--- src/rtl/ahb_vga_pkg.sv ---
// rtl/ahb_vga_pkg.sv - region types, entry layout and address map for the AHB VGA write buffer
package ahb_vga_pkg;

    typedef enum logic [1:0] {
        RGN_CONSOLE = 2'd0,
        RGN_IMAGE   = 2'd1,
        RGN_REGS    = 2'd2
    } region_e;

    // Queue entry field widths; the top-level IMG_AW/DATA_W defaults track these
    localparam int WBUF_IMG_AW = 14;
    localparam int WBUF_DATA_W = 8;

    localparam logic [23:0] CONSOLE_OFS = 24'h000000;
    localparam logic [23:0] REGS_BASE   = 24'hFFFFF0;
    localparam logic [23:0] STATS_OFS   = 24'hFFFFF8;
    localparam logic [23:0] STATUS_OFS  = 24'hFFFFFC;

    typedef struct packed {
        region_e                region;
        logic [WBUF_IMG_AW-1:0] addr;
        logic [WBUF_DATA_W-1:0] data;
    } wbuf_entry_t;

    function automatic region_e decode_region(input logic [23:0] ofs);
        if (ofs == CONSOLE_OFS) return RGN_CONSOLE;
        if (ofs >= REGS_BASE) return RGN_REGS;
        return RGN_IMAGE;
    endfunction

    // Status register shows at most 15 entries in its 4-bit count field
    function automatic logic [3:0] sat_count4(input logic [31:0] cnt);
        return (cnt > 32'd15) ? 4'hF : cnt[3:0];
    endfunction

endpackage

--- src/rtl/ahb_vga_wfifo.sv ---
// rtl/ahb_vga_wfifo.sv - synchronous write queue with occupancy count
module ahb_vga_wfifo
    import ahb_vga_pkg::*;
#(
    parameter int DEPTH = 8,
    parameter int WIDTH = 8
) (
    input  logic                     clk,
    input  logic                     rst_n,
    input  logic                     push,
    input  logic                     pop,
    input  logic [WIDTH-1:0]         din,
    output logic [WIDTH-1:0]         dout,
    output logic                     full,
    output logic                     empty,
    output logic [$clog2(DEPTH):0]   count
);
    localparam int AW = $clog2(DEPTH);
    localparam logic [AW:0] FULL_CNT = (AW+1)'(DEPTH);

    logic [WIDTH-1:0] mem_q [DEPTH];
    logic [WIDTH-1:0] mem_d [DEPTH];
    logic [AW-1:0]    wr_ptr_q, wr_ptr_d;
    logic [AW-1:0]    rd_ptr_q, rd_ptr_d;
    logic [AW:0]      count_q, count_d;
    logic             do_push, do_pop;

    assign full  = (count_q == FULL_CNT);
    assign empty = (count_q == '0);
    assign count = count_q;
    assign dout  = mem_q[rd_ptr_q];

    // Next-state: guarded push/pop, power-of-two pointers wrap naturally
    always_comb begin
        do_push  = push & ~full;
        do_pop   = pop & ~empty;
        mem_d    = mem_q;
        wr_ptr_d = wr_ptr_q;
        rd_ptr_d = rd_ptr_q;
        count_d  = count_q;
        if (do_push) begin
            mem_d[wr_ptr_q] = din;
            wr_ptr_d        = wr_ptr_q + AW'(1);
        end
        if (do_pop) begin
            rd_ptr_d = rd_ptr_q + AW'(1);
        end
        case ({do_push, do_pop})
            2'b10:   count_d = count_q + (AW+1)'(1);
            2'b01:   count_d = count_q - (AW+1)'(1);
            default: count_d = count_q;
        endcase
    end

    // Queue storage and pointers; reset discards every queued entry
    always_ff @(posedge clk or negedge rst_n) begin
        if (!rst_n) begin
            mem_q    <= '{default: '0};
            wr_ptr_q <= '0;
            rd_ptr_q <= '0;
            count_q  <= '0;
        end else begin
            mem_q    <= mem_d;
            wr_ptr_q <= wr_ptr_d;
            rd_ptr_q <= rd_ptr_d;
            count_q  <= count_d;
        end
    end

endmodule

--- src/rtl/ahb_vga_wbuf.sv ---
// rtl/ahb_vga_wbuf.sv - AHB-Lite slave queueing console/image writes for the VGA subsystem
// Optional stall counter at 0xFFFFF8: define AHBVGA_WBUF_STATS_EN.
module ahb_vga_wbuf
    import ahb_vga_pkg::*;
#(
    parameter int FIFO_DEPTH = 8,
    parameter int IMG_AW     = WBUF_IMG_AW,
    parameter int DATA_W     = WBUF_DATA_W
) (
    input  logic              HCLK,
    input  logic              HRESETn,
    input  logic              HSEL,
    input  logic [31:0]       HADDR,
    input  logic [1:0]        HTRANS,
    input  logic              HWRITE,
    input  logic              HREADY,
    input  logic [31:0]       HWDATA,
    output logic [31:0]       HRDATA,
    output logic              HREADYOUT,
    input  logic              scroll_i,
    output logic              console_we,
    output logic [DATA_W-1:0] console_wdata,
    output logic              image_we,
    output logic [IMG_AW-1:0] image_addr,
    output logic [DATA_W-1:0] image_wdata
);
    localparam int CNT_W   = $clog2(FIFO_DEPTH) + 1;
    localparam int ENTRY_W = $bits(wbuf_entry_t);

    logic              dph_valid_q, dph_valid_d;
    logic              dph_write_q, dph_write_d;
    region_e           dph_rgn_q, dph_rgn_d;
    logic [23:0]       dph_ofs_q, dph_ofs_d;

    logic              console_we_q, console_we_d;
    logic [DATA_W-1:0] console_wdata_q, console_wdata_d;
    logic              image_we_q, image_we_d;
    logic [IMG_AW-1:0] image_addr_q, image_addr_d;
    logic [DATA_W-1:0] image_wdata_q, image_wdata_d;

    logic              fifo_push, fifo_pop, fifo_full, fifo_empty;
    logic [CNT_W-1:0]  fifo_count;
    logic [ENTRY_W-1:0] fifo_dout;
    wbuf_entry_t       push_entry, head_entry;

    logic              wr_to_fifo;
    logic              hready_out;
    logic [31:0]       rd_data;
    logic              unused_bits;

    assign unused_bits = ^{HADDR[31:24], HTRANS[0], HWDATA[31:DATA_W]};

    ahb_vga_wfifo #(
        .DEPTH (FIFO_DEPTH),
        .WIDTH (ENTRY_W)
    ) u_wfifo (
        .clk   (HCLK),
        .rst_n (HRESETn),
        .push  (fifo_push),
        .pop   (fifo_pop),
        .din   (push_entry),
        .dout  (fifo_dout),
        .full  (fifo_full),
        .empty (fifo_empty),
        .count (fifo_count)
    );

    // Address phase capture; held while a stalled data phase keeps HREADY low
    always_comb begin
        dph_valid_d = dph_valid_q;
        dph_write_d = dph_write_q;
        dph_rgn_d   = dph_rgn_q;
        dph_ofs_d   = dph_ofs_q;
        if (HREADY) begin
            dph_valid_d = HSEL & HTRANS[1];
            dph_write_d = HWRITE;
            dph_rgn_d   = decode_region(HADDR[23:0]);
            dph_ofs_d   = HADDR[23:0];
        end
    end

    // Data-phase write: queue console/image writes, stall only while the queue is full
    always_comb begin
        wr_to_fifo        = dph_valid_q & dph_write_q & (dph_rgn_q != RGN_REGS);
        hready_out        = ~(wr_to_fifo & fifo_full);
        fifo_push         = wr_to_fifo & ~fifo_full;
        push_entry.region = dph_rgn_q;
        push_entry.addr   = (dph_rgn_q == RGN_IMAGE) ? dph_ofs_q[IMG_AW+1:2] : '0;
        push_entry.data   = HWDATA[DATA_W-1:0];
    end

    // In-order drain: a console head waits out scrolling and blocks everything behind it
    always_comb begin
        head_entry      = wbuf_entry_t'(fifo_dout);
        fifo_pop        = ~fifo_empty & ((head_entry.region == RGN_IMAGE) | ~scroll_i);
        console_we_d    = fifo_pop & (head_entry.region == RGN_CONSOLE);
        image_we_d      = fifo_pop & (head_entry.region == RGN_IMAGE);
        console_wdata_d = console_we_d ? head_entry.data : console_wdata_q;
        image_addr_d    = image_we_d ? head_entry.addr : image_addr_q;
        image_wdata_d   = image_we_d ? head_entry.data : image_wdata_q;
    end

`ifdef AHBVGA_WBUF_STATS_EN
    logic [15:0] stall_cnt_q, stall_cnt_d;

    // Saturating count of stalled bus cycles; any write to its address clears it
    always_comb begin
        stall_cnt_d = stall_cnt_q;
        if (dph_valid_q && dph_write_q && (dph_ofs_q == STATS_OFS)) begin
            stall_cnt_d = '0;
        end else if (!hready_out && (stall_cnt_q != 16'hFFFF)) begin
            stall_cnt_d = stall_cnt_q + 16'd1;
        end
    end

    // Stall counter register
    always_ff @(posedge HCLK or negedge HRESETn) begin
        if (!HRESETn) stall_cnt_q <= '0;
        else          stall_cnt_q <= stall_cnt_d;
    end
`endif

    // Zero-wait read mux over the register window
    always_comb begin
        rd_data = '0;
        if (dph_valid_q && !dph_write_q) begin
            if (dph_ofs_q == STATUS_OFS) begin
                rd_data = 32'({fifo_full, fifo_empty, scroll_i, sat_count4(32'(fifo_count))});
            end
`ifdef AHBVGA_WBUF_STATS_EN
            if (dph_ofs_q == STATS_OFS) begin
                rd_data = {16'h0, stall_cnt_q};
            end
`endif
        end
    end

    // Bus-phase and registered write-port state
    always_ff @(posedge HCLK or negedge HRESETn) begin
        if (!HRESETn) begin
            dph_valid_q     <= 1'b0;
            dph_write_q     <= 1'b0;
            dph_rgn_q       <= RGN_CONSOLE;
            dph_ofs_q       <= '0;
            console_we_q    <= 1'b0;
            console_wdata_q <= '0;
            image_we_q      <= 1'b0;
            image_addr_q    <= '0;
            image_wdata_q   <= '0;
        end else begin
            dph_valid_q     <= dph_valid_d;
            dph_write_q     <= dph_write_d;
            dph_rgn_q       <= dph_rgn_d;
            dph_ofs_q       <= dph_ofs_d;
            console_we_q    <= console_we_d;
            console_wdata_q <= console_wdata_d;
            image_we_q      <= image_we_d;
            image_addr_q    <= image_addr_d;
            image_wdata_q   <= image_wdata_d;
        end
    end

    assign HREADYOUT     = hready_out;
    assign HRDATA        = rd_data;
    assign console_we    = console_we_q;
    assign console_wdata = console_wdata_q;
    assign image_we      = image_we_q;
    assign image_addr    = image_addr_q;
    assign image_wdata   = image_wdata_q;

endmodule
--- config.mk ---
export PLATFORM = sky130hd
export DESIGN_NAME = ahb_vga_wbuf
export DESIGN_NICKNAME = d
export VERILOG_FILES = /design/src/rtl/ahb_vga_pkg.sv /design/src/rtl/ahb_vga_wfifo.sv /design/src/rtl/ahb_vga_wbuf.sv
export SDC_FILE = /design/constraint.sdc
export NUM_CORES = 1
export LEC_CHECK = 0
export BUFFER_PORTS_ARGS = -buffer_cell sky130_fd_sc_hd__buf_4
export CAP_MARGIN = 20
export CELL_PAD_IN_SITES_DETAIL_PLACEMENT = 0
export CELL_PAD_IN_SITES_GLOBAL_PLACEMENT = 1
export CORE_MARGIN = 8
export CORE_UTILIZATION = 40
export CTS_BUF_LIST = sky130_fd_sc_hd__clkbuf_4 sky130_fd_sc_hd__clkbuf_8
export DETAILED_ROUTE_END_ITERATION = 7
export PLACE_DENSITY = 0.65
export SYNTH_ARGS = -nofsm -noshare
export SYNTH_HDL_FRONTEND = slang
export SYNTH_HIERARCHICAL = 1
export SYNTH_SLANG_ARGS = --single-unit
--- constraint.sdc ---
create_clock -name HCLK -period 5.2 [get_ports HCLK]
set_clock_uncertainty 0.05 [all_clocks]
set_input_delay 1.56 -clock HCLK [delete_from_list [all_inputs] [get_ports HCLK]]
set_output_delay 1.56 -clock HCLK [all_outputs]
set_load 0.01 [all_outputs]
==> flow_summary_export.csv, run 1 <==
group,metric,value,unit
synth,yosysTopAreaCell,"dfrtp_1",
pwr,power_frac_comb,36.8,%
pwr,powerDensity,583.9,nW/um^2
floorplanning,core_area,30510,sq um
global_route,grt_usage,15.48,%
pwr,p_int,5.708,mW
synth,synthDistinctLibCells,51,
critical_path,endpoint,"u_wfifo/count[3]$_DFFE_PN0P_",
final_layout,nets,946,
synth,synth-async-reset-ratio,100.0,%
sta,slew_viol_final,0,
critical_path,critical_path_cell_count,11,
cts,cts.path.max_buffers,3,
critical_path,reg2reg_to,"u_wfifo/count[3]$_DFFE_PN0P_",
route,met3_length,1234,um
synth,syn_avg_cell_area,16.11,sq um
critical_path,path_max_fanout,23,
worst_hold_path,worstHoldPathType,"flop to flop",
final_layout,diodes,0,
critical_path,slowest_stage,"dfrtp_4",
pwr,switching_share,30.54,%
global_route,grt_pass1_wl,44930,um
sta,final.setup.tns,0,ns
sta,min_period,4.208,ns
floorplanning,rows,64,
cts,cts_buffers,45,
final_layout,fillerInstances,2637,
critical_path,r2r_cells,11,
critical_path,start_kind,"flop",
synth,ys_warn_count,6,
flow_run,drv_cap,0,
critical_path,end_kind,"flop",
cts,worst_skew_pair.late_latency,0.56,ns
cts,cts_tree,"yes",
placed_design,io_buffers,78,
pwr,pwr-share-clk,21.8,%
floorplanning,die_y,191.9,um
critical_path,arrival,4.57,ns
sta,setup_viol,0,
pwr,irDropWorstVdd,0.0002931,V
synth,synth_edf_count,0,
route,dr.pass1.iters,6,
cts,hold_buffers,0,
critical_path,cp_common_cell,"ha_1",
synth,synth_seq_cells,262,
floorplanning,ioPinCount,137,
sta,hold_slack,0.4507,ns
global_route,grt_pass1_vias,7891,
cts,cts.sinks,262,
pwr,power_frac_seq,41.4,%
sta,finalCritPeriodShare,80.93,%
route,drtAntennaViolNets,0,
pwr,leakagePower,6.379,nW
sta,hold_viol_final,0,
critical_path,crit_buf_inv,1,
cts,root_buffer,"clkbuf_8",
synth,syn_area,12370,sq um
global_route,overflow,0,
pwr,switchingPower,2.510,mW
final_layout,final_common_cell,"dfrtp_1",
final_layout,area_growth,13.78,%
synth,yosysTopAreaCellShare,53.00,%
floorplanning,start_util,40.54,%
cts,clk_pin_slew,0.06,ns
route,maxUsedRoutingLayer,"met4",
route,drt-met1-wl,12360,um
final_layout,final_cell_mix,"260 x dfrtp_1, 193 x mux2_2, 91 x buf_4",
sta,fmax,237.6,MHz
placed_design,hpwl,17530,um
global_route,grt_max_degree,112,
sta,rsz0062_at_grt,"no",
cts,cts.repair.resized,0,
sta,slew_headroom,26.91,%
cts,post_cts_buffers,0,
synth,synthCells,768,
route,drt-total-wl,27840,um
placed_design,place.gp.congestion,0.7878,
status,status,"completed",
critical_path,startpoint,"u_wfifo/rd_ptr_q[0]$_DFFE_PN0P_",
critical_path,r2r_slack,0.99,ns
floorplanning,die_area,36810,sq um
critical_path,slowest_delay,0.75,ns
critical_path,cp_cell_sequence,"mux4_2, mux2_2, nor3b_4, a21o_1, o41ai_1, inv_1, ha_1, ha_1, or4b_2, o311ai_0, o211ai_1",
critical_path,timing.rr.start,"u_wfifo/rd_ptr_q[0]$_DFFE_PN0P_",
cts,htree_num_levels,2,
route,vias_per_cell,5.289,
critical_path,crit_type,"flop to flop",
critical_path,crit_family,"multiplexers",
route,drc_errors,0,
floorplanning,fp.dieW,191.9,um
global_route,antenna_found_initial,0,
route,via_count,6817,
critical_path,cp.required,5.57,ns
placed_design,dp.cells,1217,
route,wl_per_cell,21.60,um
synth,synth.area.top_cells,"dfrtp_1 53%, mux2_2 18%, mux2_4 9.7%, mux4_2 8.7%, buf_4 1.8%",
route,met2_length,13680,um
route,drtIter0Drc,281,
final_layout,final_cells,1289,
sta,tightest_slew,1.092,ns
synth,ys_seq_area_share,53.00,%
synth,synth_flop_cell,"dfrtp_1",
final_layout,layout-drive-gt1-share,56.22,%
-- metrics by stage --
step | setup WS, ns | instance area (sq um) | util (%) | total power [mW]
2_1_floorplan | 1.065 | 12460 | - | 5.618
5_1_grt | 0.7867 | 14070 | 46.13 | 8.756
3_5_place_dp | 1.033 | 13220 | 43.32 | 6.500
6_report | 0.9918 | 14070 | 46.13 | 8.218
4_1_cts | 1.016 | 14070 | 46.13 | 8.355
3_3_place_gp | 1.174 | 13220 | 43.32 | 6.283
-- worst min path at each step --
stage	slack, ns	cells past startpoint	from	to
2_1_floorplan	0.42	1	dph_ofs_q[0]$_DFFE_PN0P_	dph_ofs_q[0]$_DFFE_PN0P_
3_3_place_gp	0.43	1	u_wfifo/mem_q[130]$_DFFE_PN0P_	u_wfifo/mem_q[130]$_DFFE_PN0P_
3_5_place_dp	0.44	1	dph_ofs_q[17]$_DFFE_PN0P_	dph_ofs_q[17]$_DFFE_PN0P_
4_1_cts	0.45	1	u_wfifo/mem_q[124]$_DFFE_PN0P_	u_wfifo/mem_q[124]$_DFFE_PN0P_
5_1_grt	0.46	1	u_wfifo/mem_q[124]$_DFFE_PN0P_	u_wfifo/mem_q[124]$_DFFE_PN0P_
6_report	0.45	1	u_wfifo/mem_q[124]$_DFFE_PN0P_	u_wfifo/mem_q[124]$_DFFE_PN0P_
-- cell type report --
class | count | area, sq um | share of cell area, %
sequential | 262 | 6561 | 46.62
clock inverter | 3 | 25.02 | 0.1778
clock buffer | 69 | 830.8 | 5.903
timing repair buffer | 94 | 738.2 | 5.245
multi-input combinational | 450 | 5359 | 38.08
tap | 396 | 495.5 | 3.521
inverter | 15 | 63.81 | 0.4534
-- logic make-up (layout without fill, tap and decap cells) --
| group | after synthesis | count (layout) | share of synthesized area (%) |
|---|---|---|---|
| multiplexers | 322 | 322 | 36.10 |
| flip-flops | 262 | 262 | 53.00 |
| buffers and inverters | 80 | 181 | 4.451 |
| AND/OR/NAND/NOR | 78 | 78 | 4.511 |
| AO/OA/AOI/OAI | 13 | 13 | 0.8093 |
| adder cells (fa/ha/maj) | 6 | 6 | 0.6676 |
| XOR/XNOR | 6 | 6 | 0.4248 |
| other | 1 | 25 | 0.03032 |
-- registers in the layout, summed over array words and instances, names as in the netlist --
name and cells:
u_wfifo/count 4, dph_ofs_q 24, dph_write_q 1, image_we 1, u_wfifo/mem_q 192, dph_rgn_q 2
dph_valid_q 1, image_addr 14, console_wdata 8, u_wfifo/rd_ptr_q 3, u_wfifo/wr_ptr_q 3, console_we 1
image_wdata 8
-- power by group through the flow --
| stage | Combinational, mW | Sequential (mW) | Clock, mW |
|---|---|---|---|
| CTS | 3.09 | 3.40 | 1.87 |
| detailed placement | 3.07 | 3.43 | 0 |
| finish | 3.03 | 3.40 | 1.79 |
| global placement | 2.94 | 3.34 | 0 |
| floorplan | 2.43 | 3.19 | 0 |
| global route | 3.28 | 3.51 | 1.96 |
-- cells in the mapped netlist (2+ instances only) --
master and number:
a21oi_1 2, and2_1 14, and4_1 2, buf_1 3
buf_2 6, buf_4 30, buf_6 13, buf_8 2
clkbuf_1 9, clkbuf_2 2, dfrtp_1 262, ha_1 5
inv_1 14, mux2_2 193, mux2_4 80, mux4_2 48
nand2_1 10, nand3_1 7, nand4_1 8, nand4b_2 2
nor2_1 9, nor2b_1 2, nor3b_1 3, nor4_1 8
nor4b_4 2, o21ai_0 3, xnor2_1 5
-- per-layer routing --
metal | global-route usage (%) | up-vias
li1 | - | 2989
met1 | 19.99 | 3624
met2 | 25.96 | 157
met3 | 3.322 | 47
met4 | 4.352 | 0
met5 | 0 | -
(Power assumes the default switching activity.)
==> run 2, diff against run 1 <==
==> constraint.sdc (replaced) <==
create_clock -name HCLK -period 4.4 [get_ports HCLK]
set_clock_uncertainty 0.05 [all_clocks]
set_input_delay 1.32 -clock HCLK [delete_from_list [all_inputs] [get_ports HCLK]]
set_output_delay 1.32 -clock HCLK [all_outputs]
set_load 0.01 [all_outputs]
==> run 2 against run 1 <==
  * Worst hold slack got worse by 0.0028 ns
  * Die area unchanged
  * Fmax increased by 7.0%
  * Global-route usage decreased by 0.29 points
  * Via count about the same
  * Register-to-register slack got worse by 0.52 ns
  * Sequential share of layout area decreased by 0.59 points
  * Power increased by 21%
  * Critical path type unchanged
  * Critical endpoint unchanged
  * Largest cell class unchanged
==> flow_summary_export.csv, run 2 (synthesis gave the netlist of run 1 again) <==
group,metric,value,unit
final_layout,diodes,0,
cts,worst_skew_pair.late_latency,0.54,ns
final_layout,design_area,14250,sq um
cts,post_cts_buffers,0,
route,via_count,6821,
cts,cts_tree,"yes",
placed_design,place.gp.congestion,0.7792,
final_layout,final_core_util,46.72,%
cts,clk_pin_slew,0.06,ns
route,drtIter0Drc,337,
critical_path,crit_type,"flop to flop",
global_route,overflow,0,
sta,rsz0062_at_grt,"no",
route,drt-total-wl,27440,um
floorplanning,die_area,36810,sq um
sta,setup_viol,0,
placed_design,hpwl,17550,um
floorplanning,core_area,30510,sq um
cts,root_buffer,"clkbuf_8",
sta,final.setup.tns,0,ns
sta,min_period,3.933,ns
route,wl_per_cell,21.01,um
final_layout,nets,953,
cts,cts.sinks,262,
cts,cts_buffers,46,
placed_design,dpl_cell_area,13250,sq um
critical_path,arrival,4.29,ns
critical_path,slowest_stage,"or4b_2",
pwr,powerDensity,697.2,nW/um^2
critical_path,r2r_slack,0.47,ns
placed_design,pre_cts_slack,0.4583,ns
final_layout,final_common_cell,"dfrtp_1",
global_route,grt_max_degree,80,
final_layout,final_cell_mix,"260 x dfrtp_1, 193 x mux2_2, 98 x buf_4",
sta,finalCritPeriodShare,89.39,%
critical_path,start_kind,"flop",
floorplanning,fp.dieW,191.9,um
global_route,grt_pass1_vias,7780,
floorplanning,rows,64,
pwr,irDropWorstVdd,0.0004529,V
critical_path,cp.required,4.76,ns
final_layout,layout-drive-gt1-share,57.03,%
route,dr.pass1.iters,6,
sta,layout_setup_ws,0.4669,ns
route,drtAntennaViolNets,0,
sta,slew_headroom,36.21,%
route,vias_per_cell,5.223,
global_route,grt_usage,15.19,%
cts,hold_buffers,0,
sta,slew_viol_final,0,
cts,htree_num_levels,2,
cts,cts.path.max_buffers,3,
flow_run,drv_cap,0,
sta,tightest_slew,0.9529,ns
floorplanning,ioPinCount,137,
critical_path,cp_common_cell,"ha_1",
worst_hold_path,worstHoldPathType,"flop to flop",
floorplanning,start_util,40.54,%
global_route,grt_pass1_wl,44170,um
status,status,"completed",
cts,cts.repair.resized,0,
critical_path,path_max_fanout,16,
sta,fmax,254.3,MHz
critical_path,end_kind,"flop",
pwr,leakagePower,6.480,nW
floorplanning,die_y,191.9,um
final_layout,largest_reg_flops,192,
critical_path,slowest_delay,0.65,ns
sta,hold_viol_final,0,
final_layout,regMostFlops,"u_wfifo/mem_q",
placed_design,io_buffers,78,
global_route,antenna_found_initial,0,
final_layout,area_growth,15.22,%
critical_path,cp_cell_sequence,"mux4_2, mux2_2, nor3b_4, a21o_1, o41ai_1, inv_1, ha_1, ha_1, or4b_2, o311ai_0, o211ai_1",
route,drc_errors,0,
run 2: cell count changes in the layout (fill, tap and decap cells not counted):
| cell | change |
|---|---|
| buf_4 | +7 |
| clkinvlp_4 | +1 |
| buf_12 | -1 |
| clkinv_2 | +1 |
| inv_6 | -2 |
| clkbuf_8 | +11 |
run 2: worst paths after layout:
check / startpoint / to / cells past startpoint
setup reg to reg: u_wfifo/rd_ptr_q[0]$_DFFE_PN0P_ / u_wfifo/count[3]$_DFFE_PN0P_ / 11
max in group asynchronous: HRESETn / u_wfifo/mem_q[31]$_DFFE_PN0P_ / 2
min in group asynchronous: HRESETn / u_wfifo/mem_q[39]$_DFFE_PN0P_ / 1
hold reg to reg: dph_ofs_q[16]$_DFFE_PN0P_ / dph_ofs_q[16]$_DFFE_PN0P_ / 1
hold / removal: dph_ofs_q[16]$_DFFE_PN0P_ / dph_ofs_q[16]$_DFFE_PN0P_ / 1
setup / recovery: u_wfifo/rd_ptr_q[0]$_DFFE_PN0P_ / u_wfifo/count[3]$_DFFE_PN0P_ / 11
run 2: critical path, delay by kind of cell (launching register included):
kind	cells	cell delay (ns)
mux	2	0.87
simple gates	2	0.82
fa+ha+maj	2	0.73
flops	1	0.63
compound gates	4	0.53
buf+inv	1	0.19
run 2: power breakdown:
group | switching [mW] | total, mW | internal [mW] | leakage, nW
clock | 0.960 | 2.35 | 1.39 | 0.530
combinational | 1.43 | 3.65 | 2.21 | 2.61
sequential | 0.585 | 3.94 | 3.35 | 3.34
total | 2.98 | 9.94 | 6.96 | 6.48
run 2: metal layers:
layer / vias to the layer above / global-route usage (%) / wire length (um)
met4: 0 / 4.174 / 510
li1: 3024 / - / -
met3: 44 / 3.395 / 1227
met1: 3590 / 20.22 / 12490
met5: - / 0 / 0
met2: 163 / 24.71 / 13210
run 2: through the flow:
step / power [mW] / hold slack, ns / cells
floorplan: 6.639 / 0.4214 / 792
global placement: 7.450 / 0.4314 / 1223
detailed placement: 7.674 / 0.4379 / 1223
CTS: 10.09 / 0.4519 / 1306
global route: 10.54 / 0.4613 / 1306
finish: 9.937 / 0.4479 / 1306
run 2: final cells by class:
class                           instances  area (sq um)
Inverter                               15         63.81
Clock buffer                           80         982.2
Sequential cell                       262          6561
Tap cell                              396         495.5
Fill cell                            2615         16260
Multi-Input combinational cell        450          5359
Clock inverter                          3         20.02
Timing Repair Buffer                  100         770.7
==> run 3, diff against run 2 <==
--- a/config.mk
+++ b/config.mk
@@ -5,6 +5,7 @@
 export SDC_FILE = /design/constraint.sdc
 export NUM_CORES = 1
 export LEC_CHECK = 0
+export ABC_AREA = 1
 export BUFFER_PORTS_ARGS = -buffer_cell sky130_fd_sc_hd__buf_4
 export CAP_MARGIN = 20
 export CELL_PAD_IN_SITES_DETAIL_PLACEMENT = 0
@@ -13,7 +14,7 @@
 export CORE_UTILIZATION = 40
 export CTS_BUF_LIST = sky130_fd_sc_hd__clkbuf_4 sky130_fd_sc_hd__clkbuf_8
 export DETAILED_ROUTE_END_ITERATION = 7
-export PLACE_DENSITY = 0.65
+export PLACE_DENSITY = 0.73
 export SYNTH_ARGS = -nofsm -noshare
 export SYNTH_HDL_FRONTEND = slang
 export SYNTH_HIERARCHICAL = 1
==> run 3 against run 2 <==
  * Core utilization shrank 1.0 points
  * Clock power grew 7%
  * Design area grew 10%
  * Worst hold slack got worse by 0.032 ns
  * Count of clock-buffer cells in the layout is 1 higher
  * Non-clock buffer count increased by 24
  * Global-route usage is 5.8 points higher
  * Sequential power fell by 7.6%
  * Routed wire length rose by 59%
  * Combinational power rose by 24%
  * Fmax grew 6.7%
  * Flip-flop and latch count did not move
==> flow_summary_export.csv, run 3 <==
group,metric,value,unit
cts,htree_num_levels,2,
synth,yosysTopAreaCellShare,47.14,%
final_layout,final_common_cell,"nand2_1",
floorplanning,rows,68,
route,drc_errors,0,
synth,synth-async-reset-ratio,100.0,%
critical_path,reg2reg_to,"u_wfifo/count[3]$_DFFE_PN0P_",
global_route,grt_pass1_wl,69160,um
route,drt-total-wl,43530,um
synth,synth_edf_count,0,
global_route,grt_usage,20.97,%
critical_path,r2r_cells,19,
sta,fmax,271.3,MHz
critical_path,crit_type,"flop to primary output",
sta,tightest_slew,0.9866,ns
pwr,powerDensity,679.4,nW/um^2
flow_run,drv_cap,0,
pwr,switching_share,43.23,%
pwr,switchingPower,4.615,mW
cts,clk_pin_slew,0.06,ns
cts,worst_skew_pair.late_latency,0.57,ns
global_route,overflow,0,
sta,min_period,3.686,ns
final_layout,fillerInstances,3597,
placed_design,io_buffers,78,
synth,synth.area.top_cells,"dfrtp_1 47%, nand2_1 23%, nand4_1 9.0%, nor2_1 6.6%, inv_1 3.8%",
route,drtAntennaViolNets,0,
placed_design,hpwl,25530,um
synth,synth_seq_cells,262,
route,vias_per_cell,4.999,
final_layout,largest_reg_flops,192,
synth,synthDistinctLibCells,25,
synth,yosysTopAreaCell,"dfrtp_1",
pwr,p_int,6.061,mW
sta,hold_slack,0.4161,ns
worst_hold_path,hold_start,"u_wfifo/mem_q[109]$_DFFE_PN0P_",
final_layout,final_cell_mix,"852 x nand2_1, 260 x dfrtp_1, 241 x nor2_1",
cts,hold_buffers,0,
critical_path,r2r_slack,0.76,ns
cts,root_buffer,"clkbuf_8",
placed_design,place.gp.congestion,0.7461,
worst_hold_path,holdPathEnd,"u_wfifo/mem_q[109]$_DFFE_PN0P_",
sta,hold_viol_final,0,
worst_hold_path,worstHoldPathType,"flop to flop",
synth,synth_flop_cell,"dfrtp_1",
sta,rsz0062_at_grt,"no",
critical_path,end_kind,"primary output",
global_route,grt_pass1_vias,12008,
sta,setup_viol,0,
route,drtIter0Drc,1010,
floorplanning,fp.dieW,202.5,um
cts,cts.sinks,262,
synth,ys_warn_count,6,
cts,cts_tree,"yes",
pwr,irDropWorstVdd,0.0003909,V
global_route,antenna_found_initial,0,
sta,slew_viol_final,0,
synth,synthMostInstantiatedCell,"nand2_1",
synth,syn_area,13910,sq um
pwr,power_frac_comb,42.2,%
critical_path,cp.required,3.03,ns
sta,final.setup.tns,0,ns
route,wl_per_cell,17.64,um
route,via_count,12337,
synth,ys_seq_area_share,47.14,%
pwr,leakagePower,8.540,nW
cts,post_cts_buffers,0,
status,status,"completed",
critical_path,start_kind,"flop",
critical_path,arrival,2.32,ns
pwr,pwr-share-clk,23.6,%
floorplanning,die_area,40990,sq um
placed_design,dpl_cell_area,14650,sq um
floorplanning,ioPinCount,137,
sta,slew_headroom,33.98,%
critical_path,path_max_fanout,38,
synth,synth_common_cells,"852 x nand2_1, 262 x dfrtp_1, 243 x nor2_1",
synth,syn_avg_cell_area,7.118,sq um
floorplanning,start_util,40.46,%
floorplanning,core_area,34370,sq um
worst_hold_path,worstHoldPathCells,2,
final_layout,diodes,0,
synth,synthCells,1954,
critical_path,timing.rr.start,"u_wfifo/rd_ptr_q[1]$_DFFE_PN0P_",
final_layout,area_growth,12.98,%
sta,finalCritPeriodShare,83.77,%
final_layout,nets,2056,
final_layout,design_area,15710,sq um
floorplanning,die_y,202.5,um
cts,cts_buffers,49,
cts,cts.repair.resized,0,
final_layout,regMostFlops,"u_wfifo/mem_q",
final_layout,layout-drive-gt1-share,12.02,%
global_route,grt_max_degree,167,
route,dr.pass1.iters,5,
pwr,power_frac_seq,34.1,%
cts,cts.path.max_buffers,3,
[run 3: how the worst max path moves through the flow]
stage,start,slack (ns),endpoint
final,u_wfifo/count[0]$_DFFE_PN0P_,0.71,HRDATA[6]
after global routing,u_wfifo/rd_ptr_q[1]$_DFFE_PN0P_,0.39,u_wfifo/count[3]$_DFFE_PN0P_
after CTS,u_wfifo/count[0]$_DFFE_PN0P_,0.65,HRDATA[6]
after detailed placement,u_wfifo/rd_ptr_q[1]$_DFFE_PN0P_,0.72,u_wfifo/count[3]$_DFFE_PN0P_
after global placement,u_wfifo/rd_ptr_q[1]$_DFFE_PN0P_,0.76,u_wfifo/count[3]$_DFFE_PN0P_
after floorplan,u_wfifo/rd_ptr_q[0]$_DFFE_PN0P_,1.29,u_wfifo/count[3]$_DFFE_PN0P_
[run 3: final cells by class]
cell class / count / area, sq um / area share, %
well taps: 455 / 569.3 / 3.623
flip-flops and latches: 262 / 6561 / 41.75
inverters: 142 / 533.0 / 3.392
repair buffers: 124 / 963.4 / 6.131
clock inverters: 5 / 27.53 / 0.1752
clock buffers: 81 / 1033 / 6.577
multi-input cells: 1399 / 6026 / 38.35
[run 3: cells by family (layout without fill, tap and decap cells)]
family                     count (synthesis)  after routing  synth area share (%)
AOI/OAI and AO/OA                         38             38                 1.583
xor gates and xnor gates                   6              6                0.3778
adders and majority gates                  6              6                0.5937
buffers and inverters                    317            352                 10.35
DFF                                      262            262                 47.14
other                                      1             25               0.02696
and+or+nand+nor                         1324           1324                 39.93
[run 3: per-layer routing]
metal | vias up | global-route usage [%] | wire [um]
met4 | 0 | 5.543 | 903
met5 | - | 0 | 0
li1 | 6114 | - | -
met3 | 62 | 3.108 | 2238
met2 | 311 | 34.85 | 20700
met1 | 5850 | 28.31 | 19680
[run 3: worst max-delay path, stage by stage (launching register included)]
cell and delay [ns]:
dfrtp_1 0.43, nor2_1 0.24, nand3_4 0.44, inv_1 0.30, nand2_1 0.08, nor2_1 0.11
buf_4 0.14
[run 3: power groups by stage]
stage                     combinational (mW)  sequential, mW  clock [mW]
after floorplan                         3.20            3.61           0
after global placement                  4.49            3.65           0
after detailed placement                4.54            3.68           0
after CTS                               4.55            3.64        2.58
after global routing                    5.14            3.75        2.70
final                                   4.51            3.64        2.52
[run 3: metrics by stage]
step / instances / utilization, % / total power [mW] / setup slack (ns)
6_report: 2468 / 45.72 / 10.68 / 0.7139
3_3_place_gp: 2382 / 42.63 / 8.143 / 0.7582
2_1_floorplan: 1978 / - / 6.808 / 1.291
4_1_cts: 2468 / 45.72 / 10.78 / 0.6512
3_5_place_dp: 2382 / 42.63 / 8.214 / 0.7218
5_1_grt: 2468 / 45.72 / 11.58 / 0.3937
